==> src/rtl/sincronizador.sv <==
// sincronizador: 1000BASE-X receive code-group synchronization FSM, one code group per clock.
module sincronizador (
  input  logic        clk,
  input  logic        reset,
  input  logic [9:0]  rx_cg,
  output logic [10:0] SUDI,
  output logic        sync_status
);
  typedef enum logic [3:0] {
    LOSS_OF_SYNC, COMMA_DETECT_1, COMMA_DETECT_2, COMMA_DETECT_3,
    ACQUIRE_SYNC_1, ACQUIRE_SYNC_2,
    SYNC_ACQUIRED_1, SYNC_ACQUIRED_2, SYNC_ACQUIRED_2A, SYNC_ACQUIRED_3,
    SYNC_ACQUIRED_3A, SYNC_ACQUIRED_4, SYNC_ACQUIRED_4A
  } state_t;
  state_t      state_q, state_d;
  logic [1:0]  good_cgs_q, good_cgs_d;
  logic        rx_even_q, rx_even_d;
  logic [10:0] sudi_q, sudi_d;
  logic        sync_status_q, sync_status_d;
  logic        valid6, valid4, comma, k_code, invalid, data, cgbad, force_even;
  always_comb begin
    valid6 = rx_cg[9:4] inside {
      6'b100111, 6'b011000, 6'b011101, 6'b100010, 6'b101101, 6'b010010, 6'b110001,
      6'b110101, 6'b001010, 6'b101001, 6'b011001, 6'b111000, 6'b000111, 6'b111001,
      6'b000110, 6'b100101, 6'b010101, 6'b110100, 6'b001101, 6'b101100, 6'b011100,
      6'b010111, 6'b101000, 6'b011011, 6'b100100, 6'b100011, 6'b010011, 6'b110010,
      6'b001011, 6'b101010, 6'b011010, 6'b111010, 6'b000101, 6'b110011, 6'b001100,
      6'b100110, 6'b010110, 6'b110110, 6'b001001, 6'b001110, 6'b101110, 6'b010001,
      6'b011110, 6'b100001, 6'b101011, 6'b010100, 6'b001111, 6'b110000};
    valid4 = rx_cg[3:0] != 4'b0000 && rx_cg[3:0] != 4'b1111;
    comma = rx_cg[9:3] == 7'b0011111 || rx_cg[9:3] == 7'b1100000;
    // K23/K27/K29/K30 reuse data 6b codes; only the A7-style 4b tail marks them as K
    k_code = rx_cg[9:4] inside {6'b001111, 6'b110000} ||
             (rx_cg[9:4] inside {6'b111010, 6'b000101, 6'b110110, 6'b001001,
                                 6'b101110, 6'b010001, 6'b011110, 6'b100001} &&
              rx_cg[3:0] inside {4'b0111, 4'b1000});
    invalid = !(valid6 && valid4);
    data = !invalid && !k_code;
    cgbad = invalid || (comma && rx_even_q);
  end
  always_comb begin
    state_d = state_q;
    good_cgs_d = good_cgs_q;
    force_even = 1'b0;
    unique case (state_q)
      LOSS_OF_SYNC: if (comma) begin
        state_d = COMMA_DETECT_1;
        force_even = 1'b1;
      end
      COMMA_DETECT_1: state_d = data ? ACQUIRE_SYNC_1 : LOSS_OF_SYNC;
      COMMA_DETECT_2: state_d = data ? ACQUIRE_SYNC_2 : LOSS_OF_SYNC;
      COMMA_DETECT_3: state_d = data ? SYNC_ACQUIRED_1 : LOSS_OF_SYNC;
      ACQUIRE_SYNC_1, ACQUIRE_SYNC_2: if (cgbad) state_d = LOSS_OF_SYNC;
      else if (comma) begin
        state_d = state_q == ACQUIRE_SYNC_1 ? COMMA_DETECT_2 : COMMA_DETECT_3;
        force_even = 1'b1;
      end
      SYNC_ACQUIRED_1: if (cgbad) state_d = SYNC_ACQUIRED_2;
      SYNC_ACQUIRED_2: begin
        good_cgs_d = cgbad ? 2'd0 : 2'd1;
        state_d = cgbad ? SYNC_ACQUIRED_3 : SYNC_ACQUIRED_2A;
      end
      SYNC_ACQUIRED_3: begin
        good_cgs_d = cgbad ? 2'd0 : 2'd1;
        state_d = cgbad ? SYNC_ACQUIRED_4 : SYNC_ACQUIRED_3A;
      end
      SYNC_ACQUIRED_4: begin
        good_cgs_d = cgbad ? 2'd0 : 2'd1;
        state_d = cgbad ? LOSS_OF_SYNC : SYNC_ACQUIRED_4A;
      end
      SYNC_ACQUIRED_2A: if (cgbad) state_d = SYNC_ACQUIRED_3;
      else if (good_cgs_q == 2'd3) state_d = SYNC_ACQUIRED_1;
      else good_cgs_d = good_cgs_q + 2'd1;
      SYNC_ACQUIRED_3A: if (cgbad) state_d = SYNC_ACQUIRED_4;
      else if (good_cgs_q == 2'd3) state_d = SYNC_ACQUIRED_2;
      else good_cgs_d = good_cgs_q + 2'd1;
      SYNC_ACQUIRED_4A: if (cgbad) state_d = LOSS_OF_SYNC;
      else if (good_cgs_q == 2'd3) state_d = SYNC_ACQUIRED_3;
      else good_cgs_d = good_cgs_q + 2'd1;
      default: state_d = LOSS_OF_SYNC;
    endcase
    rx_even_d = force_even || !rx_even_q;
    sudi_d = {rx_even_d, rx_cg};
    sync_status_d = state_d inside {SYNC_ACQUIRED_1, SYNC_ACQUIRED_2, SYNC_ACQUIRED_2A,
      SYNC_ACQUIRED_3, SYNC_ACQUIRED_3A, SYNC_ACQUIRED_4, SYNC_ACQUIRED_4A};
  end
  always_ff @(posedge clk) begin
    if (reset) begin
      state_q <= LOSS_OF_SYNC;
      good_cgs_q <= 2'd0;
      rx_even_q <= 1'b0;
      sudi_q <= 11'h000;
      sync_status_q <= 1'b0;
    end else begin
      state_q <= state_d;
      good_cgs_q <= good_cgs_d;
      rx_even_q <= rx_even_d;
      sudi_q <= sudi_d;
      sync_status_q <= sync_status_d;
    end
  end
  assign SUDI = sudi_q;
  assign sync_status = sync_status_q;
endmodule

==> config.mk <==
export PLATFORM = sky130hd
export DESIGN_NAME = sincronizador
export DESIGN_NICKNAME = d
export VERILOG_FILES = /design/src/rtl/sincronizador.sv
export SDC_FILE = /design/constraint.sdc
export NUM_CORES = 1
export LEC_CHECK = 0
export CELL_PAD_IN_SITES_DETAIL_PLACEMENT = 1
export CELL_PAD_IN_SITES_GLOBAL_PLACEMENT = 2
export CORE_UTILIZATION = 31
export CTS_BUF_LIST = sky130_fd_sc_hd__clkbuf_16
export CTS_CLUSTER_DIAMETER = 30
export DETAILED_ROUTE_END_ITERATION = 12
export GPL_TIMING_DRIVEN = 0
export PLACE_DENSITY_LB_ADDON = 0.1
export SETUP_SLACK_MARGIN = 0.02
export SYNTH_ARGS = -nofsm -noshare
export SYNTH_HDL_FRONTEND = slang
export SYNTH_SLANG_ARGS = --single-unit
==> constraint.sdc <==
create_clock -name clk -period 4.7 [get_ports clk]
set_input_delay 0.47 -clock clk [delete_from_list [all_inputs] [get_ports clk]]
set_output_delay 0.47 -clock clk [all_outputs]
set_load 0.005 [all_outputs]
## After elaboration in Yosys (flattened, before gate mapping)

Index checks and enable logic that the tools add are counted.
Widths: inputs -> output; s select.

| word-level totals | value |
|---|---|
| logic and storage cells | 130 |
| register bits | 19 |
| memory bits (read-only) | 0 |
| latch bits | 0 |
| memory bits (writable) | 0 |
| memories kept | 0 |
| input port bits | 12 |

| operators by class | value |
|---|---|
| $mul | 0 |
| bitwise logic cells | 0 |
| divide/modulo/power cells | 0 |
| reduce and logical (&&, ||, !) cells | 24 |
| multiplexer cells | 25 |
| add/sub/neg operators | 1 |
| $lt $le $gt $ge | 0 |
| shift-type cells | 0 |
| eq/ne operators | 75 |

Operators with widths:

| cell | number |
|---|---|
| $eq 6x6->1 const B | 24 |
| $eq 6x5->1 const B | 14 |
| $pmux 4 s12 | 1 |
| $reduce_bool 48->1 | 1 |
| $eq 4x4->1 const B | 11 |
| $mux 4 | 11 |
| $eq 6x4->1 const B | 7 |
| $eq 4x3->1 const B | 7 |
| $eq 6x3->1 const B | 3 |
| $mux 3 | 3 |
| $eq 4x2->1 const B | 2 |
| $reduce_bool 8->1 | 1 |
| $eq 7x5->1 const B | 1 |
| $eq 7x7->1 const B | 1 |
| $reduce_bool 7->1 | 1 |
| $mux 1 | 6 |
| $reduce_bool 2->1 | 3 |
| $reduce_or 3->1 | 2 |
| $logic_and 1x1->1 | 5 |
| $eq 4x1->1 const B | 1 |
| $logic_not 4->1 | 1 |
| $logic_or 1x1->1 | 4 |
| $mux 2 | 2 |
| $ne 2x2->1 const B | 2 |
| other kinds (9) | 11 |

## Longest topological paths before layout

Gate-level depths: netlist of the first run.

| depth | value |
|---|---|
| depth after elaboration | 10 |
| depth in mapped cells | 7 |
| mapped depth without buffers | 7 |

## Least setup slack after synthesis of the first run

OpenSTA, ideal clock, no wires.

| path | value |
|---|---|
| path kind | input-to-reg |
| start point | input rx_cg[6] |
| end point | register good_cgs_q[0] |
| data required time | 4.629 ns |
| stages on the path | 6 |
| slack | 2.718 ns |
| library setup time | 0.071 ns |
| buffers on the path | 0 |
| arrival time | 1.911 ns |
| cell sequence | and2_1 -> a31oi_1 -> nand4_2 -> o41a_1 -> or3_1 -> a21oi_1 |

| on the way | value |
|---|---|
| word-level cells in the longest chain between the ends | 7 |

RTL lines:

| element | RTL line | RTL |
|---|---|---|
| start: declaration | 5 | `input logic [9:0] rx_cg,` |
| $eq 6x6->1, or another cell as far along | 22 | `valid6 = rx_cg[9:4] inside {` |
| $reduce_bool 48->1 | 22 |  |
| $logic_and 1x1->1 | 37 | `invalid = !(valid6 && valid4);` |
| $logic_not 1->1 | 37 |  |
| $logic_or 1x1->1 * | 39 | `cgbad = invalid \|\| (comma && rx_even_q);` |
| $mux 1 or $ne 2x2->1 (tied branches) | - |  |
| $pmux 2 s2 or $reduce_and 3->1 (tied branches) | - |  |
| end signal: assignment | 96 | `good_cgs_q <= good_cgs_d;` |
| end: declaration | 16 | `logic [1:0] good_cgs_q, good_cgs_d;` |

Every way passes the cells marked *; elsewhere a longest branch is shown, timed or not.
A chain may end at the register's enable or synchronous reset.

## Worst setup path after layout of the first run

| path | value |
|---|---|
| start point | input rx_cg[5] |
| end point | register sync_status_q (netlist: sync_status) |

| on the way | value |
|---|---|
| word-level cells in the longest chain between the ends | 10 |

RTL lines:

| element | RTL line | RTL |
|---|---|---|
| branches (longest 7 deep; another with $reduce_bool 48->1) | - |  |
| $pmux 4 s12 * | 45 | `unique case (state_q)` |
| $eq 4x3->1 or $eq 4x4->1 (tied branches) | 84 | `sync_status_d = state_d inside {SYNC_ACQUIRED_1, SYNC_ACQUIRED_2, SYNC_ACQUIRED_2A,` |
| $reduce_bool 7->1 * | 84 |  |
| end signal: assignment | 99 | `sync_status_q <= sync_status_d;` |
| end: declaration | 19 | `logic sync_status_q, sync_status_d;` |

Mark *: on every way between the ends.

==> Implementation_results.wiki, run 1 <==
{| class="wikitable"
! Metric !! Value
|-
| Global-route wire length before repair || ~5700 um
|-
| Hold Path Class || flop to flop
|-
| Sink count of the clock tree || 18
|-
| Most common cell in the netlist || sky130_fd_sc_hd__dfxtp_1
|-
| Syn nets || ~150
|-
| Required time at the endpoint of the critical path || 4.80 ns
|-
| Final weighted congestion in routability-driven placement || 0.787
|-
| Critical path depth in cells || 7
|-
| Net count, final || between 150 and 200
|-
| RSZ-0062 raised after global routing || no
|-
| Top cell types by occurrence after synthesis || sky130_fd_sc_hd__dfxtp_1 (18), sky130_fd_sc_hd__nor2b_1 (14), sky130_fd_sc_hd__a21oi_1 (8), sky130_fd_sc_hd__nand2_1 (8), sky130_fd_sc_hd__nor2_1 (6)
|-
| Area growth from synthesis to layout || 31.5%
|-
| Crit path max-delay cell type || sky130_fd_sc_hd__clkdlybuf4s50_1
|-
| Number of filler cells placed in the layout || ~420
|-
| Average routed wire per standard cell || 15.1 um
|-
| Routed Antenna Nets || 0
|-
| Largest fanout on the critical path || 8
|-
| # resized after CTS || 0
|-
| Leak Pwr || roughly 0.58 nW
|-
| Worst slew slack as a fraction of its limit || 0.687
|-
| Fraction of synthesized cell area taken by the top area cell type || 0.309
|-
| Worst hold slack after final layout || 0.461 ns
|-
| TritonCTS clock tree || yes
|-
| Category of the most critical setup path || input port to flop
|-
| Total half-perimeter wirelength after legalization and detailed placement || 2440 um
|-
| Syn. warnings || 0
|-
| Number of pins exceeding their max-slew limit in the final report || 0
|-
| Kind of capture point of the worst setup path || flop
|-
| Worst path setup slack after routing || between 2 and 2.5 ns
|-
| Actual slew at the worst max-slew pin || 0.465 ns
|-
| H-Tree Level Count || 1
|-
| Die area || between 4000 and 5000 um^2
|-
| Worst Path Buf+Inv || 1
|-
| PortBufs || 23
|-
| Register-to-register path setup slack || between 2 and 3 ns
|-
| Count of pins on the block boundary || 24
|-
| Via-to-Cell Ratio || ~5.3
|-
| Core box area || between 3000 and 4000 um^2
|-
| Worst r2r path cells || 7
|-
| Num CTS Buffers || 3
|-
| Power density normalized to cell area || about 280 nW/um^2
|-
| # DRC || 0
|-
| Clock-pin slew on the worst setup and hold paths || 0.05 ns
|-
| Die outline width || roughly 63 um
|-
| Via total after detailed routing || between 1,000 and 1,500
|-
| Vias in the first global route || 1,182
|-
| Max rail drop VDD || 0.112 mV
|-
| Worst-Skew Late Latency || 0.24 ns
|-
| Critical path launch point || rx_cg[5]
|-
| Crit path largest cell delay || slightly above 0.6 ns
|-
| Placement row count || 21
|-
| Largest net degree at the start of global routing || 11
|-
| Number of enable-type register cells in the synthesized netlist || 0
|-
| Worst R2R Start || state_q[2]
|-
| Portion of the post-synthesis area used by sequential elements || 0.309
|-
| Endpoint of the lowest-slack register-to-register path || sync_status
|-
| Unique masters post-synth || between 40 and 50
|-
| Cells after Synth || 141
|-
| Crit path max-delay family || compound AO/OA/AOI/OAI gates
|-
| Total grt overflow || 0
|-
| Cell types occupying the most area after synthesis || sky130_fd_sc_hd__dfxtp_1 (31%), sky130_fd_sc_hd__nor2b_1 (7.5%), sky130_fd_sc_hd__mux2i_1 (4.3%)
|-
| Flip-flop and latch count after synthesis || 18
|-
| Avg Cell Area, Syn || 8.26 um^2
|-
| Outcome || finished, final reports clean
|-
| Number of buffers between clock root and the deepest sink || 2
|-
| Setup TNS || 0 ns
|-
| Worst setup path endpoint || sync_status
|-
| Nature of the critical path startpoint || input port
|-
| Area used by sequential logic in the layout || approximately 360 um^2
|-
| Sum of routed wire length over all layers || ~3200 um
|-
| Arr. time, crit path || around 2.6 ns
|-
| Setup-failing EPs final || 0
|-
| Post-synthesis async set-or-reset flop share || 0
|-
| Fraction of final layout cells sized beyond drive strength 1 || 0.0655
|-
| Crit-path cells || clkdlybuf4s50_1, and4bb_1, nand3_1, a21oi_1, a211oi_1, o31ai_1, o32ai_1
|-
| Upper clock frequency limit || ~0.4 GHz
|-
| Time the worst path needs with I/O delays and setup || 2.52 ns
|-
| Syn Std Cell Area || ~1200 um^2
|-
| Count of TritonRoute iterations in the first routing pass || 4
|-
| Final number of hold-violating endpoints || 0
|-
| Root buffer cell || sky130_fd_sc_hd__clkbuf_16
|-
| Area leader, netlist || sky130_fd_sc_hd__dfxtp_1
|-
| Post-place setup slack || between 1.5 and 2 ns
|-
| ANT cells || 0
|-
| Vertical die dimension || between 60 and 70 um
|-
| Post-route clock skew || 0.00286 ns
|-
| Main flop type after synthesis || sky130_fd_sc_hd__dfxtp_1
|-
| Initial Util || 0.336
|-
| Hold buffer count at CTS || 0
|-
| Global-route usage over all layers || 0.179
|-
| Initial antenna violation count || 0
|-
| Final Cycle Share || 0.535
|-
| Post-CTS Setup Repair Bufs || 0
|-
| 1st-iter DRT viols || roughly 50
|-
| Max-cap check violation count || 0
|-
| Total area of multi-input combinational cells || 714 um^2
|}
power by group:
group / switching, W / leakage [nW] / internal, W
Sequential: 0.00000411 / 0.149 / 0.000162
Clock: 0.0000546 / 0.0385 / 0.000113
Combinational: 0.0000506 / 0.393 / 0.0000469
Total: 0.000109 / 0.580 / 0.000322
worst min-delay path, stage by stage, from the launching register on:
cell	delay, ns
sky130_fd_sc_hd__dfxtp_1	0.31
sky130_fd_sc_hd__nand2_1	0.05
sky130_fd_sc_hd__a21oi_1	0.05
flip-flops by register name, summed over array words and instances, names as in the netlist:
| register | cells |
|---|---|
| SUDI | 10 |
| good_cgs_q | 2 |
| rx_even_q | 1 |
| state_q | 4 |
| sync_status | 1 |
kinds of logic after synthesis:
kind of cell	synth area share
mux	0.0430
simple gates	0.331
fa+ha+maj	0.0107
flops	0.309
xor+xnor	0.0226
compound gates	0.206
buf+inv	0.0773
metal layers:
layer | track usage | up-vias | share of wire
met5 | 0 | - | 0
met4 | 0.0625 | 0 | 0.011
met3 | 0.0181 | 2 | 0.026
met2 | 0.297 | 24 | 0.45
met1 | 0.241 | 540 | 0.51
li1 | - | 575 | -
worst min path at each step:
stage | startpoint | to | slack, ns | depth (start not counted)
after floorplan | rx_even_q | rx_even_q | 0.43 | 1
after global placement | good_cgs_q[1] | good_cgs_q[1] | 0.44 | 2
after detailed placement | rx_even_q | rx_even_q | 0.46 | 1
after CTS | rx_even_q | rx_even_q | 0.46 | 1
after global routing | good_cgs_q[1] | good_cgs_q[1] | 0.50 | 2
final | good_cgs_q[1] | good_cgs_q[1] | 0.46 | 2
placed cells by master, fill, tap and decap left out, types with 3 or more instances in the layout:
cell type,Yosys,routed
sky130_fd_sc_hd__clkdlybuf4s50_1,0,23
sky130_fd_sc_hd__a21oi_1,8,8
sky130_fd_sc_hd__dfxtp_1,18,18
sky130_fd_sc_hd__nor2b_1,14,14
sky130_fd_sc_hd__nand3_1,5,5
sky130_fd_sc_hd__clkbuf_1,5,5
sky130_fd_sc_hd__nor4_1,3,3
sky130_fd_sc_hd__buf_6,4,4
sky130_fd_sc_hd__a21o_1,3,3
sky130_fd_sc_hd__nor3_1,4,4
sky130_fd_sc_hd__mux2i_1,5,5
sky130_fd_sc_hd__and3_1,3,3
sky130_fd_sc_hd__nand2_1,8,8
sky130_fd_sc_hd__inv_1,5,5
sky130_fd_sc_hd__o21ai_0,4,4
sky130_fd_sc_hd__o32ai_1,3,3
sky130_fd_sc_hd__and2_1,3,3
sky130_fd_sc_hd__nor2_1,6,6
sky130_fd_sc_hd__clkbuf_16,0,3
sky130_fd_sc_hd__a211oi_1,3,3
area by class of cell:
type | instances | share of cell area
clock inverter | 1 | 0.00245
buffer | 10 | 0.0466
tap | 46 | 0.0376
timing repair buffer | 23 | 0.150
sequential | 18 | 0.235
inverter | 5 | 0.0123
multi-input combinational | 108 | 0.467
clock buffer | 3 | 0.0490
metrics by stage:
step	cell area [um^2]	power (W)	util	cells
after floorplan	1160	0.000225	-	141
after global placement	1450	0.000263	0.419	210
after detailed placement	1450	0.000267	0.419	210
after CTS	1530	0.000436	0.442	214
after global routing	1530	0.000455	0.442	214
final	1530	0.000432	0.442	214
Power figures use the tool's default switching activity.
==> inputs of run 2 (changes only) <==
Settings changed: CORE_UTILIZATION 31 to 26.
Clock period 4.7 ns to 2.2 ns, I/O delays scaled along.
==> Implementation_results.wiki, run 2 (synthesis results as in run 1) <==
{| class="wikitable"
! Metric !! Value
|-
| Core box area || just over 4000 um^2
|-
| Max-cap check violation count || 0
|-
| Fraction of power consumed by the clock network || 0.389
|-
| Number of filler cells placed in the layout || 498
|-
| Net Sw Power || around 0.00025 W
|-
| Endpoint of the lowest-slack register-to-register path || good_cgs_q[0]
|-
| Vias in the first global route || around 1,100
|-
| Register share of total power || 0.377
|-
| Worst hold slack after final layout || 0.370 ns
|-
| Global-route wire length before repair || approximately 5100 um
|-
| Average routed wire per standard cell || 15.1 um
|-
| Final number of hold-violating endpoints || 0
|-
| Cell area after layout || between 1500 and 2000 um^2
|-
| Number of pins exceeding their max-slew limit in the final report || 0
|-
| Outcome || finished, final reports clean
|-
| Leak Pwr || about 0.67 nW
|-
| Upper clock frequency limit || a little under 0.5 GHz
|-
| Via-to-Cell Ratio || 5.36
|-
| Worst-Skew Late Latency || 0.25 ns
|-
| Placement row count || 23
|-
| Clock-pin slew on the worst setup and hold paths || around 0.050 ns
|-
| Sink count of the clock tree || 18
|-
| Area growth from synthesis to layout || 38.0%
|-
| Worst setup path endpoint || good_cgs_q[0]
|-
| Actual slew at the worst max-slew pin || between 0.4 and 0.5 ns
|-
| Crit path max-delay family || simple AND/OR/NAND/NOR gates
|-
| PortBufs || 23
|-
| Die outline width || about 70 um
|-
| Final Cycle Share || 0.937
|-
| Fraction of final layout cells sized beyond drive strength 1 || 0.128
|-
| Required time at the endpoint of the critical path || 2.38 ns
|-
| Final weighted congestion in routability-driven placement || between 0.8 and 0.9
|-
| Internal Dissipation || 0.000698 W
|-
| Initial Util || 0.281
|-
| Post-route clock skew || 0.00420 ns
|-
| Area after DPL || roughly 1500 um^2
|-
| ANT cells || 0
|-
| Sum of routed wire length over all layers || 3340 um
|-
| 1st-iter DRT viols || ~50
|-
| Fraction of power spent switching nets || 0.260
|-
| Time the worst path needs with I/O delays and setup || between 2 and 2.5 ns
|-
| Post-place setup slack || -0.276 ns
|-
| Num CTS Buffers || 3
|-
| Largest net degree at the start of global routing || 11
|-
| Routed Antenna Nets || 0
|-
| Vertical die dimension || between 60 and 70 um
|-
| Count of pins on the block boundary || 24
|-
| Worst slew slack as a fraction of its limit || 0.694
|-
| Critical path launch point || rx_cg[2]
|-
| Hold Path Class || input port to flop
|-
| Worst r2r path cells || 7
|-
| Count of TritonRoute iterations in the first routing pass || 4
|-
| Kind of capture point of the worst setup path || flop
|-
| Most used cells in the layout excluding fill and tap cells || sky130_fd_sc_hd__dfxtp_1 (18), sky130_fd_sc_hd__clkdlybuf4s50_1 (16), sky130_fd_sc_hd__nor2b_1 (13)
|-
| Combinational fraction of design power || 0.234
|-
| RSZ-0062 raised after global routing || no
|-
| Power density normalized to cell area || a little under 600 nW/um^2
|-
| Critical path depth in cells || 7
|-
| Total half-perimeter wirelength after legalization and detailed placement || around 2500 um
|-
| Crit-path cells || clkdlybuf4s50_1, and3_1, mux2i_1, nand4_2, o41a_1, or3_1, a21oi_1
|-
| Number of buffers between clock root and the deepest sink || 2
|-
| TritonCTS clock tree || yes
|-
| Largest register FFs || 10
|-
| Crit path largest cell delay || 0.49 ns
|-
| Register-to-register path setup slack || between 0.2 and 0.25 ns
|-
| Setup-failing EPs final || 0
|-
| Largest fanout on the critical path || 5
|-
| Crit path max-delay cell type || sky130_fd_sc_hd__o41a_1
|-
| Total grt overflow || 0
|-
| Hold buffer count at CTS || 0
|-
| Most common cell after layout, fill and taps aside || sky130_fd_sc_hd__dfxtp_1
|-
| Arr. time, crit path || around 2.2 ns
|-
| Worst path setup slack after routing || between 0.1 and 0.15 ns
|-
| # DRC || 0
|-
| Max rail drop VDD || about 0.39 mV
|-
| Initial antenna violation count || 0
|-
| Overall power of the completed layout || between 0.0009 and 0.001 W
|-
| Hold Path Stages || 2
|-
| Worst R2R Start || state_q[2]
|-
| Net count, final || 186
|-
| Via total after detailed routing || ~1,200
|-
| Root buffer cell || sky130_fd_sc_hd__clkbuf_16
|-
| Nature of the critical path startpoint || input port
|-
| Category of the most critical setup path || input port to flop
|-
| Die area || 4750 um^2
|-
| Worst Path Buf+Inv || 1
|-
| H-Tree Level Count || 1
|-
| Setup TNS || 0 ns
|-
| Global-route usage over all layers || 0.147
|}
## run 2: cell types whose count changed in the layout (fill, tap and decap cells not counted), sizes merged
cell | previous run | this run
clkdlybuf4s50 | 23 | 16
buf | 5 | 9
dlymetal6s2s | 0 | 7
## run 2: metrics by stage
| stage | cells | utilization |
|---|---|---|
| after floorplan | 141 | - |
| after global placement | 214 | 0.352 |
| after detailed placement | 214 | 0.352 |
| after CTS | 218 | 0.372 |
| after global routing | 222 | 0.388 |
| final | 222 | 0.388 |
## run 2: worst min-delay path by stage
stage | slack (ns) | endpoint | startpoint
after floorplan | 0.29 | SUDI[0] | reset
after global placement | 0.44 | good_cgs_q[1] | good_cgs_q[1]
after detailed placement | 0.46 | rx_even_q | rx_even_q
after CTS | 0.47 | good_cgs_q[1] | good_cgs_q[1]
after global routing | 0.39 | SUDI[3] | rx_cg[3]
final | 0.37 | SUDI[3] | rx_cg[3]
## run 2: power by group through the flow
stage	Combinational (W)	Clock (W)	Sequential (W)
5_1_grt	0.000242	0.000395	0.000358
4_1_cts	0.000209	0.000379	0.000356
2_1_floorplan	0.000118	0	0.000363
6_report	0.000221	0.000367	0.000355
3_3_place_gp	0.000202	0	0.000362
3_5_place_dp	0.000204	0	0.000362
## run 2: worst reg2reg max path, cell delays in order, from the launching register on
cell and delay, ns:
sky130_fd_sc_hd__dfxtp_1 0.34, sky130_fd_sc_hd__clkbuf_1 0.38, sky130_fd_sc_hd__nor2b_2 0.16, sky130_fd_sc_hd__o21ai_0 0.31
sky130_fd_sc_hd__o41a_1 0.26, sky130_fd_sc_hd__buf_4 0.13, sky130_fd_sc_hd__mux2i_1 0.17, sky130_fd_sc_hd__a21oi_1 0.08
## run 2: cell type report
type / instances / area (um^2) / area share
multi-input cells: 108 / 739 / 0.460
flip-flops and latches: 18 / 360 / 0.224
repair buffers: 27 / 275 / 0.171
clock buffers: 3 / 75.1 / 0.0467
plain buffers: 10 / 72.6 / 0.0451
well taps: 50 / 62.6 / 0.0389
inverters: 5 / 18.8 / 0.0117
clock inverters: 1 / 3.75 / 0.00233
## run 2: what timing repair did
action / in CTS / in global routing
gates resized for setup: 1 / 14
endpoints found under the setup margin: 2 / 3
buffers inserted: 0 / 3
pin swaps: 1 / 2
cloned: 0 / 1
## run 2: routing by layer
layer	vias up	wire length, um	GRT usage
met5	-	0	0
met4	0	38	0.0383
met3	6	157	0.0395
met2	34	1510	0.229
met1	567	1640	0.198
li1	582	-	-
==> inputs of run 3 (changes only) <==
Settings changed: ABC_AREA set to 1, CORE_UTILIZATION 26 to 24, CTS_BUF_LIST sky130_fd_sc_hd__clkbuf_16 to sky130_fd_sc_hd__clkbuf_4 sky130_fd_sc_hd__clkbuf_8.
==> Implementation_results.wiki, run 3 <==
{| class="wikitable"
! Metric !! Value
|-
| Count of TritonRoute iterations in the first routing pass || 4
|-
| Number of enable-type register cells in the synthesized netlist || 0
|-
| Vias in the first global route || about 1,500
|-
| Number of filler cells placed in the layout || 744
|-
| Sum of routed wire length over all layers || around 4100 um
|-
| Crit path max-delay family || simple AND/OR/NAND/NOR gates
|-
| Syn nets || between 200 and 300
|-
| Fraction of power consumed by the clock network || 0.337
|-
| Largest net degree at the start of global routing || 11
|-
| Final weighted congestion in routability-driven placement || 0.798
|-
| Category of the most critical setup path || input port to flop
|-
| Global-route wire length before repair || between 6000 and 7000 um
|-
| Total half-perimeter wirelength after legalization and detailed placement || ~3300 um
|-
| Clock-pin slew on the worst setup and hold paths || approximately 0.080 ns
|-
| Required time at the endpoint of the critical path || roughly 2.4 ns
|-
| 1st-iter DRT viols || 32
|-
| Syn. warnings || 0
|-
| # DRC || 0
|-
| Via total after detailed routing || around 1,500
|-
| ANT cells || 0
|-
| Worst Path Buf+Inv || 4
|-
| Initial antenna violation count || 0
|-
| Avg Cell Area, Syn || about 5.5 um^2
|-
| Post-route clock skew || about 0.002 ns
|-
| Fraction of synthesized cell area taken by the top area cell type || 0.264
|-
| Final Cycle Share || 0.891
|-
| Fraction of final layout cells sized beyond drive strength 1 || 0.121
|-
| Via-to-Cell Ratio || 4.36
|-
| PortBufs || 23
|-
| Actual slew at the worst max-slew pin || ~0.54 ns
|-
| Count of pins on the block boundary || 24
|-
| Cells after Synth || ~250
|-
| Cell area after layout || around 1800 um^2
|-
| H-Tree Level Count || 1
|-
| Outcome || finished, final reports clean
|-
| Area after DPL || around 1700 um^2
|-
| Nature of the critical path startpoint || input port
|-
| Total grt overflow || 0
|-
| Most common cell in the netlist || sky130_fd_sc_hd__nand2_1
|-
| Area used by sequential logic in the layout || between 300 and 400 um^2
|-
| Fraction of power spent switching nets || 0.317
|-
| Main flop type after synthesis || sky130_fd_sc_hd__dfxtp_1
|-
| Most used cells in the layout excluding fill and tap cells || sky130_fd_sc_hd__nand2_1 (83), sky130_fd_sc_hd__nor2_1 (43), sky130_fd_sc_hd__inv_1 (28)
|-
| Time the worst path needs with I/O delays and setup || 1.96 ns
|-
| Routed Antenna Nets || 0
|-
| Power density normalized to cell area || 480 nW/um^2
|-
| Area leader, netlist || sky130_fd_sc_hd__dfxtp_1
|-
| Crit-path cells || dlygate4sd2_1, nand2_1, inv_1, nand3_1, nand2_1, nor2_1, nand2_2, nor2_2, a21oi_4, nand2_4, inv_4, o21ai_0, nand2_1, nand3_1, nand2_1, inv_1
|-
| Core box area || between 5000 and 6000 um^2
|-
| Vertical die dimension || 77.4 um
|-
| Crit path max-delay cell type || sky130_fd_sc_hd__dlygate4sd2_1
|-
| Number of non-filler instances in the completed layout || roughly 350
|-
| Worst hold slack after final layout || between 0.3 and 0.4 ns
|-
| Root buffer cell || sky130_fd_sc_hd__clkbuf_8
|-
| Setup-failing EPs final || 0
|-
| Worst-Skew Late Latency || approximately 0.25 ns
|-
| Arr. time, crit path || approximately 2.1 ns
|-
| Internal Dissipation || roughly 0.00059 W
|-
| Number of pins exceeding their max-slew limit in the final report || 0
|-
| Kind of capture point of the worst setup path || flop
|-
| Leak Pwr || 0.934 nW
|-
| Dominant cell type by count on the critical path || sky130_fd_sc_hd__nand2_1
|-
| Unique masters post-synth || 26
|-
| Max rail drop VDD || about 0.27 mV
|-
| TritonCTS clock tree || yes
|-
| Max-cap check violation count || 0
|-
| Post-synthesis async set-or-reset flop share || 0
|-
| Num CTS Buffers || 3
|-
| Initial Util || 0.248
|-
| Net count, final || 287
|-
| Net Sw Power || around 0.00027 W
|-
| Cells after DPL || approximately 340
|-
| Portion of the post-synthesis area used by sequential elements || 0.264
|-
| Worst slew slack as a fraction of its limit || 0.641
|-
| Number of buffers between clock root and the deepest sink || 2
|-
| Crit path largest cell delay || around 0.38 ns
|-
| Syn Std Cell Area || ~1400 um^2
|-
| Combinational fraction of design power || 0.256
|-
| Flip-flop and latch count after synthesis || 18
|-
| Hold buffer count at CTS || 0
|-
| Largest register FFs || 10
|-
| Die outline width || ~77 um
|-
| Die area || approximately 6000 um^2
|-
| Placement row count || 27
|-
| Total area of multi-input combinational cells || slightly below 900 um^2
|-
| RSZ-0062 raised after global routing || no
|-
| Cell types occupying the most area after synthesis || sky130_fd_sc_hd__dfxtp_1 (26%), sky130_fd_sc_hd__nand2_1 (23%), sky130_fd_sc_hd__nor2_1 (13%)
|-
| Register share of total power || 0.407
|-
| Most common cell after layout, fill and taps aside || sky130_fd_sc_hd__nand2_1
|-
| Largest fanout on the critical path || 6
|-
| Final number of hold-violating endpoints || 0
|-
| Average routed wire per standard cell || between 10 and 15 um
|-
| Upper clock frequency limit || 0.510 GHz
|-
| Hold Path Class || input port to flop
|-
| Top cell types by occurrence after synthesis || sky130_fd_sc_hd__nand2_1 (85), sky130_fd_sc_hd__nor2_1 (46), sky130_fd_sc_hd__inv_1 (30), sky130_fd_sc_hd__nand3_1 (23), sky130_fd_sc_hd__dfxtp_1 (18)
|-
| Area growth from synthesis to layout || 30.9%
|-
| Global-route usage over all layers || 0.147
|-
| Setup TNS || 0 ns
|-
| Sink count of the clock tree || 18
|}
run 3: cell types whose count changed in the layout (fill, tap and decap cells not counted), sizes merged, moves of 4 or more:
cell   delta
mux2i     -4
nand2    +81
nor2b    -14
and2      -4
nor2     +46
buf       -8
inv      +32
nand3    +20
run 3: per-stage QoR:
step                      utilization  power [W]  setup WS (ns)
after CTS                       0.318   0.000869         0.0272
after floorplan                     -   0.000484          0.639
after detailed placement        0.306   0.000571         -0.379
final                           0.324   0.000857          0.241
after global placement          0.306   0.000573         -0.468
after global routing            0.324   0.000911         0.0244
run 3: timing repair:
item,4_1_cts,5_1_grt
pin swaps,0,1
endpoints found under the hold margin,0,0
resized for setup,5,13
endpoints found under the setup margin,6,6
buffers inserted,0,0
run 3: final timing paths:
| check | startpoint | to | slack, ns | depth (start not counted) |
|---|---|---|---|---|
| min reg2reg | good_cgs_q[0] | good_cgs_q[0] | 0.50 | 2 |
| min | rx_cg[8] | SUDI[8] | 0.32 | 3 |
| max reg2reg | state_q[3] | good_cgs_q[1] | 0.53 | 11 |
| max | rx_cg[5] | state_q[0] | 0.24 | 16 |
run 3: layout make-up:
class	count	area share
flip-flops and latches	18	0.202
plain buffers	2	0.00630
inverters	39	0.0833
clock buffers	4	0.0308
well taps	72	0.0504
repair buffers	23	0.135
multi-input cells	187	0.492
run 3: worst register-to-register path, cell delays in order (launching register included):
cell	delay [ns]
sky130_fd_sc_hd__dfxtp_1	0.41
sky130_fd_sc_hd__inv_1	0.06
sky130_fd_sc_hd__nor2_1	0.09
sky130_fd_sc_hd__inv_1	0.09
sky130_fd_sc_hd__nor2_1	0.20
sky130_fd_sc_hd__inv_1	0.09
sky130_fd_sc_hd__nand2_1	0.12
sky130_fd_sc_hd__inv_1	0.10
sky130_fd_sc_hd__nand3b_1	0.12
sky130_fd_sc_hd__nand3_2	0.11
sky130_fd_sc_hd__o21ai_1	0.15
sky130_fd_sc_hd__nor2_1	0.05
run 3: power groups by stage:
stage	Sequential [W]	Combinational [W]	Clock [W]
2_1_floorplan	0.000356	0.000128	0
3_3_place_gp	0.000356	0.000217	0
3_5_place_dp	0.000356	0.000215	0
4_1_cts	0.000349	0.000217	0.000303
5_1_grt	0.000351	0.000246	0.000314
6_report	0.000349	0.000220	0.000289
run 3: cells by family after synthesis:
logic type	count (synthesis)	synth area share
AOI/OAI and AO/OA	14	0.0632
adders and majority gates	1	0.00916
buffers and inverters	41	0.117
DFF	18	0.264
muxes	1	0.00733
and+or+nand+nor	171	0.539
run 3: per-layer routing:
layer	track usage	vias up	wire length, um
met3	0.0176	2	128
li1	-	804	-
met5	0	-	0
met2	0.236	23	1760
met1	0.207	675	2220
met4	0.0340	0	31
